## src/rtl/grid_pkg.sv

```systemverilog
// Shared constants, colours and FSM state encoding for the grid redraw controller.
package grid_pkg;

  localparam int GRID_SIZE     = 28;
  localparam int PIXEL_SIZE    = 4;
  localparam int GRID_OFFSET_X = 16;
  localparam int GRID_OFFSET_Y = 12;
  localparam int PIX_BITS      = $clog2(PIXEL_SIZE);
  localparam int GRID_SPAN     = GRID_SIZE * PIXEL_SIZE;

  localparam logic [2:0] COL_WHITE = 3'b111;
  localparam logic [2:0] COL_BLACK = 3'b000;
  localparam logic [2:0] COL_RED   = 3'b100;
  localparam logic [2:0] COL_BLUE  = 3'b001;

  typedef enum logic [2:0] {
    ST_IDLE   = 3'd0,
    ST_FETCH  = 3'd1,
    ST_WAIT   = 3'd2,
    ST_PAINT  = 3'd3,
    ST_BORDER = 3'd4,
    ST_FIN    = 3'd5
  } grid_state_e;

  // The cursor cell is drawn in blue/red so it stays visible on either cell value.
  function automatic logic [2:0] cell_colour(input logic cell_bit, input logic hit);
    if (hit) return cell_bit ? COL_BLUE : COL_RED;
    return cell_bit ? COL_BLACK : COL_WHITE;
  endfunction

endpackage

```

## src/rtl/grid_cell_painter.sv

```systemverilog
// Expands one grid cell into PIXEL_SIZE x PIXEL_SIZE plot writes (dx inner, dy outer).
module grid_cell_painter
  import grid_pkg::*;
(
  input  logic       clk,
  input  logic       rst,
  input  logic       start,
  input  logic [4:0] cx,
  input  logic [4:0] cy,
  input  logic       cell_bit,
  input  logic       hit,
  output logic       plot,
  output logic [7:0] x,
  output logic [6:0] y,
  output logic [2:0] colour,
  output logic       last
);

  logic                r_active;
  logic [PIX_BITS-1:0] r_dx;
  logic [PIX_BITS-1:0] r_dy;
  logic [4:0]          r_cx;
  logic [4:0]          r_cy;
  logic [2:0]          r_colour;
  logic                w_dx_max;
  logic                w_dy_max;

  assign w_dx_max = (r_dx == PIX_BITS'(PIXEL_SIZE - 1));
  assign w_dy_max = (r_dy == PIX_BITS'(PIXEL_SIZE - 1));

  always_ff @(posedge clk) begin
    if (rst) begin
      r_active <= 1'b0;
      r_dx     <= '0;
      r_dy     <= '0;
      r_cx     <= '0;
      r_cy     <= '0;
      r_colour <= '0;
    end else if (start) begin
      r_active <= 1'b1;
      r_dx     <= '0;
      r_dy     <= '0;
      r_cx     <= cx;
      r_cy     <= cy;
      r_colour <= cell_colour(cell_bit, hit);
    end else if (r_active) begin
      if (w_dx_max) begin
        r_dx <= '0;
        if (w_dy_max) r_active <= 1'b0;
        else          r_dy <= r_dy + 1'b1;
      end else begin
        r_dx <= r_dx + 1'b1;
      end
    end
  end

  assign plot   = r_active;
  assign x      = 8'(GRID_OFFSET_X + int'(r_cx) * PIXEL_SIZE + int'(r_dx));
  assign y      = 7'(GRID_OFFSET_Y + int'(r_cy) * PIXEL_SIZE + int'(r_dy));
  assign colour = r_colour;
  assign last   = r_active && w_dx_max && w_dy_max;

endmodule

```

## src/rtl/grid_redraw_ctrl.sv

```systemverilog
// Sequences full-grid and single-cell redraws into the vga_adapter frame buffer.
// Optional GRID_BORDER_EN adds a black 1-pixel frame after each full redraw.
module grid_redraw_ctrl
  import grid_pkg::*;
(
  input  logic       CLOCK_50,
  input  logic       reset,
  input  logic       full_req,
  input  logic       cell_valid,
  output logic       cell_ready,
  input  logic [4:0] cell_x,
  input  logic [4:0] cell_y,
  input  logic [4:0] cursor_x,
  input  logic [4:0] cursor_y,
  output logic       mem_rd_en,
  output logic [9:0] mem_addr,
  input  logic       mem_rdata,
  output logic [7:0] vga_x,
  output logic [6:0] vga_y,
  output logic [2:0] vga_colour,
  output logic       vga_plot,
  output logic       busy,
  output logic       done,
  output logic [2:0] dbg_state
);

  grid_state_e r_state, w_next;
  logic       r_full_pend, r_cell_pend, r_is_full;
  logic [4:0] r_px, r_py, r_cx, r_cy, r_curx, r_cury;
  logic       w_accept, w_disp_full, w_disp_cell, w_drop;
  logic       w_last_cell, w_hit, w_cell_in_range;
  logic       w_p_plot, w_p_last;
  logic [7:0] w_p_x;
  logic [6:0] w_p_y;
  logic [2:0] w_p_colour;

  // Cell handshake: a request transfers on any cycle where cell_valid && cell_ready.
  assign cell_ready      = !r_cell_pend;
  assign w_accept        = cell_valid && !r_cell_pend;
  assign w_last_cell     = (r_cx == 5'(GRID_SIZE - 1)) && (r_cy == 5'(GRID_SIZE - 1));
  assign w_hit           = (r_cx == r_curx) && (r_cy == r_cury);
  assign w_cell_in_range = (r_px < 5'(GRID_SIZE)) && (r_py < 5'(GRID_SIZE));

  grid_cell_painter u_painter (
    .clk      (CLOCK_50),
    .rst      (reset),
    .start    (r_state == ST_WAIT),
    .cx       (r_cx),
    .cy       (r_cy),
    .cell_bit (mem_rdata),
    .hit      (w_hit),
    .plot     (w_p_plot),
    .x        (w_p_x),
    .y        (w_p_y),
    .colour   (w_p_colour),
    .last     (w_p_last)
  );

`ifdef GRID_BORDER_EN
  logic [1:0] r_bside;
  logic [6:0] r_bcnt;
  logic [6:0] w_side_last;
  logic       w_border_last;
  logic [7:0] w_bx;
  logic [6:0] w_by;

  assign w_side_last   = (r_bside[1] == 1'b0) ? 7'(GRID_SPAN + 1) : 7'(GRID_SPAN - 1);
  assign w_border_last = (r_bside == 2'd3) && (r_bcnt == w_side_last);

  // Sides in order top, bottom, left, right; left/right skip the corner rows.
  always_comb begin
    w_bx = 8'(GRID_OFFSET_X - 1 + int'(r_bcnt));
    w_by = 7'(GRID_OFFSET_Y - 1);
    case (r_bside)
      2'd0: ;
      2'd1: w_by = 7'(GRID_OFFSET_Y + GRID_SPAN);
      2'd2: begin
        w_bx = 8'(GRID_OFFSET_X - 1);
        w_by = 7'(GRID_OFFSET_Y + int'(r_bcnt));
      end
      default: begin
        w_bx = 8'(GRID_OFFSET_X + GRID_SPAN);
        w_by = 7'(GRID_OFFSET_Y + int'(r_bcnt));
      end
    endcase
  end

  always_ff @(posedge CLOCK_50) begin
    if (reset || r_state != ST_BORDER) begin
      r_bside <= '0;
      r_bcnt  <= '0;
    end else if (r_bcnt == w_side_last) begin
      r_bside <= r_bside + 1'b1;
      r_bcnt  <= '0;
    end else begin
      r_bcnt <= r_bcnt + 1'b1;
    end
  end
`endif

  always_comb begin
    w_next      = r_state;
    w_disp_full = 1'b0;
    w_disp_cell = 1'b0;
    w_drop      = 1'b0;
    case (r_state)
      ST_IDLE: begin
        if (r_full_pend) begin
          w_disp_full = 1'b1;
          w_next      = ST_FETCH;
        end else if (r_cell_pend) begin
          if (w_cell_in_range) begin
            w_disp_cell = 1'b1;
            w_next      = ST_FETCH;
          end else begin
            w_drop = 1'b1;
          end
        end
      end
      ST_FETCH: w_next = ST_WAIT;
      ST_WAIT:  w_next = ST_PAINT;
      ST_PAINT: begin
        if (w_p_last) begin
          if (r_is_full && !w_last_cell) w_next = ST_FETCH;
`ifdef GRID_BORDER_EN
          else if (r_is_full)            w_next = ST_BORDER;
`endif
          else                           w_next = ST_FIN;
        end
      end
`ifdef GRID_BORDER_EN
      ST_BORDER: if (w_border_last) w_next = ST_FIN;
`endif
      ST_FIN:   w_next = ST_IDLE;
      default:  w_next = ST_IDLE;
    endcase
  end

  always_ff @(posedge CLOCK_50) begin
    if (reset) begin
      r_state     <= ST_IDLE;
      r_full_pend <= 1'b0;
      r_cell_pend <= 1'b0;
      r_is_full   <= 1'b0;
      r_px        <= '0;
      r_py        <= '0;
      r_cx        <= '0;
      r_cy        <= '0;
      r_curx      <= '0;
      r_cury      <= '0;
    end else begin
      r_state <= w_next;
      if (full_req)         r_full_pend <= 1'b1;
      else if (w_disp_full) r_full_pend <= 1'b0;
      // A full redraw supersedes any buffered cell, even one accepted this cycle.
      if (w_disp_full)                r_cell_pend <= 1'b0;
      else if (w_accept)              r_cell_pend <= 1'b1;
      else if (w_disp_cell || w_drop) r_cell_pend <= 1'b0;
      if (w_accept) begin
        r_px <= cell_x;
        r_py <= cell_y;
      end
      if (w_disp_full || w_disp_cell) begin
        r_is_full <= w_disp_full;
        r_cx      <= w_disp_full ? 5'd0 : r_px;
        r_cy      <= w_disp_full ? 5'd0 : r_py;
        r_curx    <= cursor_x;
        r_cury    <= cursor_y;
      end else if (r_state == ST_PAINT && w_p_last && r_is_full && !w_last_cell) begin
        if (r_cx == 5'(GRID_SIZE - 1)) begin
          r_cx <= '0;
          r_cy <= r_cy + 1'b1;
        end else begin
          r_cx <= r_cx + 1'b1;
        end
      end
    end
  end

  always_comb begin
    busy       = (r_state != ST_IDLE) && (r_state != ST_FIN);
    done       = (r_state == ST_FIN);
    mem_rd_en  = (r_state == ST_FETCH);
    mem_addr   = '0;
    vga_x      = '0;
    vga_y      = '0;
    vga_colour = '0;
    vga_plot   = 1'b0;
    if (r_state == ST_FETCH) mem_addr = 10'(int'(r_cy) * GRID_SIZE + int'(r_cx));
    if (r_state == ST_PAINT) begin
      vga_x      = w_p_x;
      vga_y      = w_p_y;
      vga_colour = w_p_colour;
      vga_plot   = w_p_plot;
    end
`ifdef GRID_BORDER_EN
    if (r_state == ST_BORDER) begin
      vga_x      = w_bx;
      vga_y      = w_by;
      vga_colour = COL_BLACK;
      vga_plot   = 1'b1;
    end
`endif
  end

  assign dbg_state = r_state;

endmodule

```

## config.mk

```make
export PLATFORM = sky130hd
export DESIGN_NAME = grid_redraw_ctrl
export DESIGN_NICKNAME = d
export VERILOG_FILES = /design/src/rtl/grid_pkg.sv /design/src/rtl/grid_cell_painter.sv /design/src/rtl/grid_redraw_ctrl.sv
export SDC_FILE = /design/constraint.sdc
export NUM_CORES = 1
export LEC_CHECK = 0
export BUFFER_PORTS_ARGS = -buffer_cell sky130_fd_sc_hd__buf_2
export CORE_UTILIZATION = 60
export CTS_CLUSTER_SIZE = 8
export DETAILED_ROUTE_END_ITERATION = 8
export GPL_ROUTABILITY_DRIVEN = 0
export PLACE_DENSITY_LB_ADDON = 0.05
export SLEW_MARGIN = 10
export SYNTH_ARGS = -nofsm -noshare
export SYNTH_HDL_FRONTEND = slang
export SYNTH_HIERARCHICAL = 1
export SYNTH_SLANG_ARGS = --single-unit
```

## constraint.sdc

```tcl
create_clock -name CLOCK_50 -period 5.43 [get_ports CLOCK_50]
set_input_delay 1.086 -clock CLOCK_50 [delete_from_list [all_inputs] [get_ports CLOCK_50]]
set_output_delay 1.086 -clock CLOCK_50 [all_outputs]
set_load 0.02 [all_outputs]
```

Word level (Yosys, flattened, before mapping)
Cells that the tools add are included.

storage, ports and cells
  flip-flop bits (word level) = 54
  bits in writable memories = 0
  memory bits (read-only) = 0
  bits in latches = 0
  memories kept = 0
  word-level logic and storage cells = 114

operators by class
  shift operators = 0
  div/mod/pow operators = 0
  mux-type cells = 45
  bitwise logic cells = 1
  magnitude comparators = 2
  reductions and logical operators = 26
  $mul = 1
  eq/ne operators = 14
  add/subtract/negate cells = 9

operator list
  kind                                               number
  2-to-1 mux 5 bit                                   8
  2-to-1 mux 3 bit                                   10
  2-to-1 mux 1 bit                                   22
  case mux 3 bit (4 select lines)                    1
  logical AND 1 bit                                  11
  adder 10 x 5 -> 10 bit                             1
  adder 5 x 1 -> 5 bit, second input constant        2
  == test 5 bit                                      2
  == test 5 bit, second input constant               2
  less-than comparator 5 bit, second input constant  2
  2-to-1 mux 10 bit                                  1
  != test 3 bit, second input constant               3
  adder 5 x 7 -> 8 bit, first input constant         1
  adder 8 x 3 -> 8 bit                               1
  multiplier 5 x 3 -> 8 bit, second input constant   1
  2-to-1 mux 8 bit                                   1
  nonzero test 2 bit                                 4
  adder 4 x 7 -> 7 bit, first input constant         1
  adder 7 x 3 -> 7 bit                               1
  2-to-1 mux 7 bit                                   1
  == test 3 x 2 -> 1 bit, second input constant      2
  AND reduction 3 bit                                2
  adder 2 x 1 -> 2 bit, second input constant        2
  == test 2 bit, second input constant               2
  other kinds (11)                                   14

Logic depth before layout (Yosys ltp)
  word-level depth = 9
  depth in mapped cells = 8
  depth with buffers taken out = 8

Cells and area by module
The synthesis kept the hierarchy.

modules (own cells, without submodules)
  module             times used  cells an instance  area an instance (µm²)
  grid_redraw_ctrl   1           294                2439.8
  grid_cell_painter  1           85                 852.1

Least setup slack after synthesis
OpenSTA, ideal clock, no wires.

  path kind = register -> output
  from = reg, netlist name r_cy[2]
  to = out mem_addr[9]
  cell stages (with the launch flop) = 8
  required time = 4344 ps
  slack = 1635 ps
  buffers on the path = 0
  data arrival time = 2709 ps
  path through = dfxtp_1 fa_1 ha_1 fa_1 xnor2_1 nor3b_1 nand4_1 a21oi_1

RTL lines
  what           RTL line                text
  end, declared  grid_redraw_ctrl.sv:16  output logic [9:0] mem_addr,

==> run metrics <==
status completed; Port-buffer cells 60; vias in the first global route 2,501; grt ovf 0; Core Region 5200 µm²; Worst R2R Path Depth 5; final hold slack 466 ps; Pwr Total 0.909 mW; postcts setup bufs 0; RSZ-0062 raised after global routing false; Post-Synth Adder-Cell Area 11.3%; DRC violations left 0; CP endpoint kind output port; fillcell total 448; post-cts resize count 0; Worst Hold End r_px[0]; fin util 70.4%; initial antenna violation count 0; routed vias 2,710; first-pass GRT wire length 11,400 µm; Synth Area in Compound Gates 12.2%; largest family of logic cells by synthesized area simple AND/OR/NAND/NOR gates; Die Wd 76.1 µm; DR pass1 iterations 4; Worst Clk Skew 7.07 ps; Worst-Skew Late Latency 310 ps; Final Cycle Share 78.7%; post-synthesis mux area share 7.37%; Post-DP Area 3580 µm²; H-tree depth 2; synthesized cell area 3290 µm²; Critical-path top delay cell dfxtp_1; largest net degree at the start of global routing 55; most common cell in the netlist dfxtp_1; maximum clock path buffer count 2; Fin. Hold Viols 0; layout cells sized above 1 18.9%; Layout area overhead 11.3%; row cnt 26; crit path setup slack, layout 1160 ps; CTS clock-pin slew for the worst setup and hold paths 100 ps; total die area 5790 µm²; hold buffers post-CTS 0; pre-CTS setup slack 1470 ps; CP Data Required Time 4340 ps; count of non-filler cells in the finished layout 498; max frequency 234 MHz; r2r setup slk 3110 ps; Final nets 479; post-synth top area cell dfxtp_1; Root Driver clkbuf_8; top cells by count, synth dfxtp_1, nor2_1, a21oi_1; CP delay by family, top adder cells; reg2reg end r_cy[3]; Initial Util 63.2%; slowest stage delay, CP 630 ps; GRT Total Usage 24.2%; relative slew slack 33.3%; Final Critical Period 4270 ps; ANT nets after route 0; die height 76.1 µm; placed cells 491; worst-margin pin slew 992 ps; endpoints failing setup 0; setup TNS 0 ps; Mapped Nets 430; crit-path cells fa_1 -> ha_1 -> fa_1 -> xnor2_1 -> nor3b_1 -> nand4_1 -> a21oi_1 -> buf_2; Post-synth EDFFs 0; ant diodes 0; FF+latch area 1080 µm²; top cells by area, synth dfxtp_1, ha_1, mux2i_1, nor2_1, a21oi_1; cts bufs inserted 5; Async S/R FF share, synth 0%; XOR/XNOR share of the synthesized area 6.12%; clock sink total 54; Arr. time, crit path 3190 ps; Finished Cell Area 3660 µm²; max-cap viol count 0; Pwr Density 248 nW/µm²; sequential fraction of the synthesis area 32.8%; Ys Warns 6; drt total wl 6670 µm; hold path start r_px[0]; Worst VDD drop 0.197 mV; HPWL Detailed 4910 µm; Max Slew Vio Count 0; CTS tree built; count of cell types in the netlist 53; Top cell by count, worst path fa_1; WL/cell 13.4 µm; critical path class reg -> out; Worst setup SP type register; Simple-Gate Fraction of Synth Area 24.6%; I/O pins 61; Vias/cell 5.44; flops & latches, synth 54; crit-path max FO 10; Multi-input gate area 2030 µm²; P_leak 1.64 nW; hold crit path type reg -> reg; Iteration-0 DRC Markers 99; Syn Inst Count 379; Synth Flop Type dfxtp_1; Reg-to-Reg Start dbg_state[0]; synthesized area per cell 8.69 µm²; post-synth top area share 32.8%; Hold Path Stages 2; WP buf/inv 1
state kept, by name, indices dropped and copies added, names as in the netlist:
register          cells
dbg_state             3
r_cell_pend           1
r_curx                5
r_cury                5
r_cx                  5
r_cy                  5
r_full_pend           1
r_is_full             1
r_px                  5
r_py                  5
u_painter/colour      3
u_painter/plot        1
u_painter/r_cx        5
u_painter/r_cy        5
u_painter/r_dx        2
u_painter/r_dy        2
cell usage in the layout, fill, tap and decap left out, types with 6 or more instances in the layout:
master	count
a211oi_1	7
a21oi_1	32
and2_1	22
and3_1	6
buf_2	60
dfxtp_1	54
fa_1	6
ha_1	20
inv_1	18
mux2i_1	22
nand2_1	29
nor2_1	45
nor3_1	14
xnor2_1	18
power by group:
| group | internal, mW | total (mW) | switching, mW |
|---|---|---|---|
| Clock | 0.0895 | 0.223 | 0.133 |
| Combinational | 0.100 | 0.224 | 0.124 |
| Sequential | 0.424 | 0.463 | 0.0394 |
| Total | 0.613 | 0.909 | 0.296 |
worst max-delay path by stage:
stage	start	to	slack (ps)	cells past startpoint
finish	r_cy[2]	mem_addr[9]	1160	8
global route	r_cy[2]	mem_addr[9]	890	8
CTS	r_cy[2]	mem_addr[9]	1110	8
detailed placement	r_cy[2]	mem_addr[9]	1470	8
global placement	r_cy[2]	mem_addr[9]	1560	8
floorplan	r_cy[2]	mem_addr[9]	1630	7
worst register-to-register path, stage by stage, from the launching register on:
cell and delay, ps:
dfxtp_1 430, or4_1 560, nor4_2 760, a22o_1 240
a21oi_1 60, nor3_1 180
cell families (layout without fill, tap and decap cells):
group           Yosys count  in the layout
simple gates            150            150
fa+ha+maj                26             26
xor+xnor                 23             23
mux                      24             24
flops                    54             54
compound gates           64             64
buf+inv                  38             87
cell type report:
| type | instances | area share, % |
|---|---|---|
| inverter | 18 | 1.84 |
| sequential | 54 | 29.5 |
| timing repair buffer | 62 | 8.61 |
| tap | 70 | 2.39 |
| multi-input combinational | 287 | 55.4 |
| clock inverter | 2 | 0.376 |
| clock buffer | 5 | 1.88 |
layer usage:
layer / share of wire, % / global-route usage [%] / vias to the layer above
li1: - / - / 1396
met4: 1.6 / 7.31 / 0
met3: 4.0 / 3.59 / 11
met2: 47 / 41.1 / 76
met1: 47 / 31.8 / 1227
met5: 0 / 0 / -
Note: power is estimated with default switching activity, not from simulation.
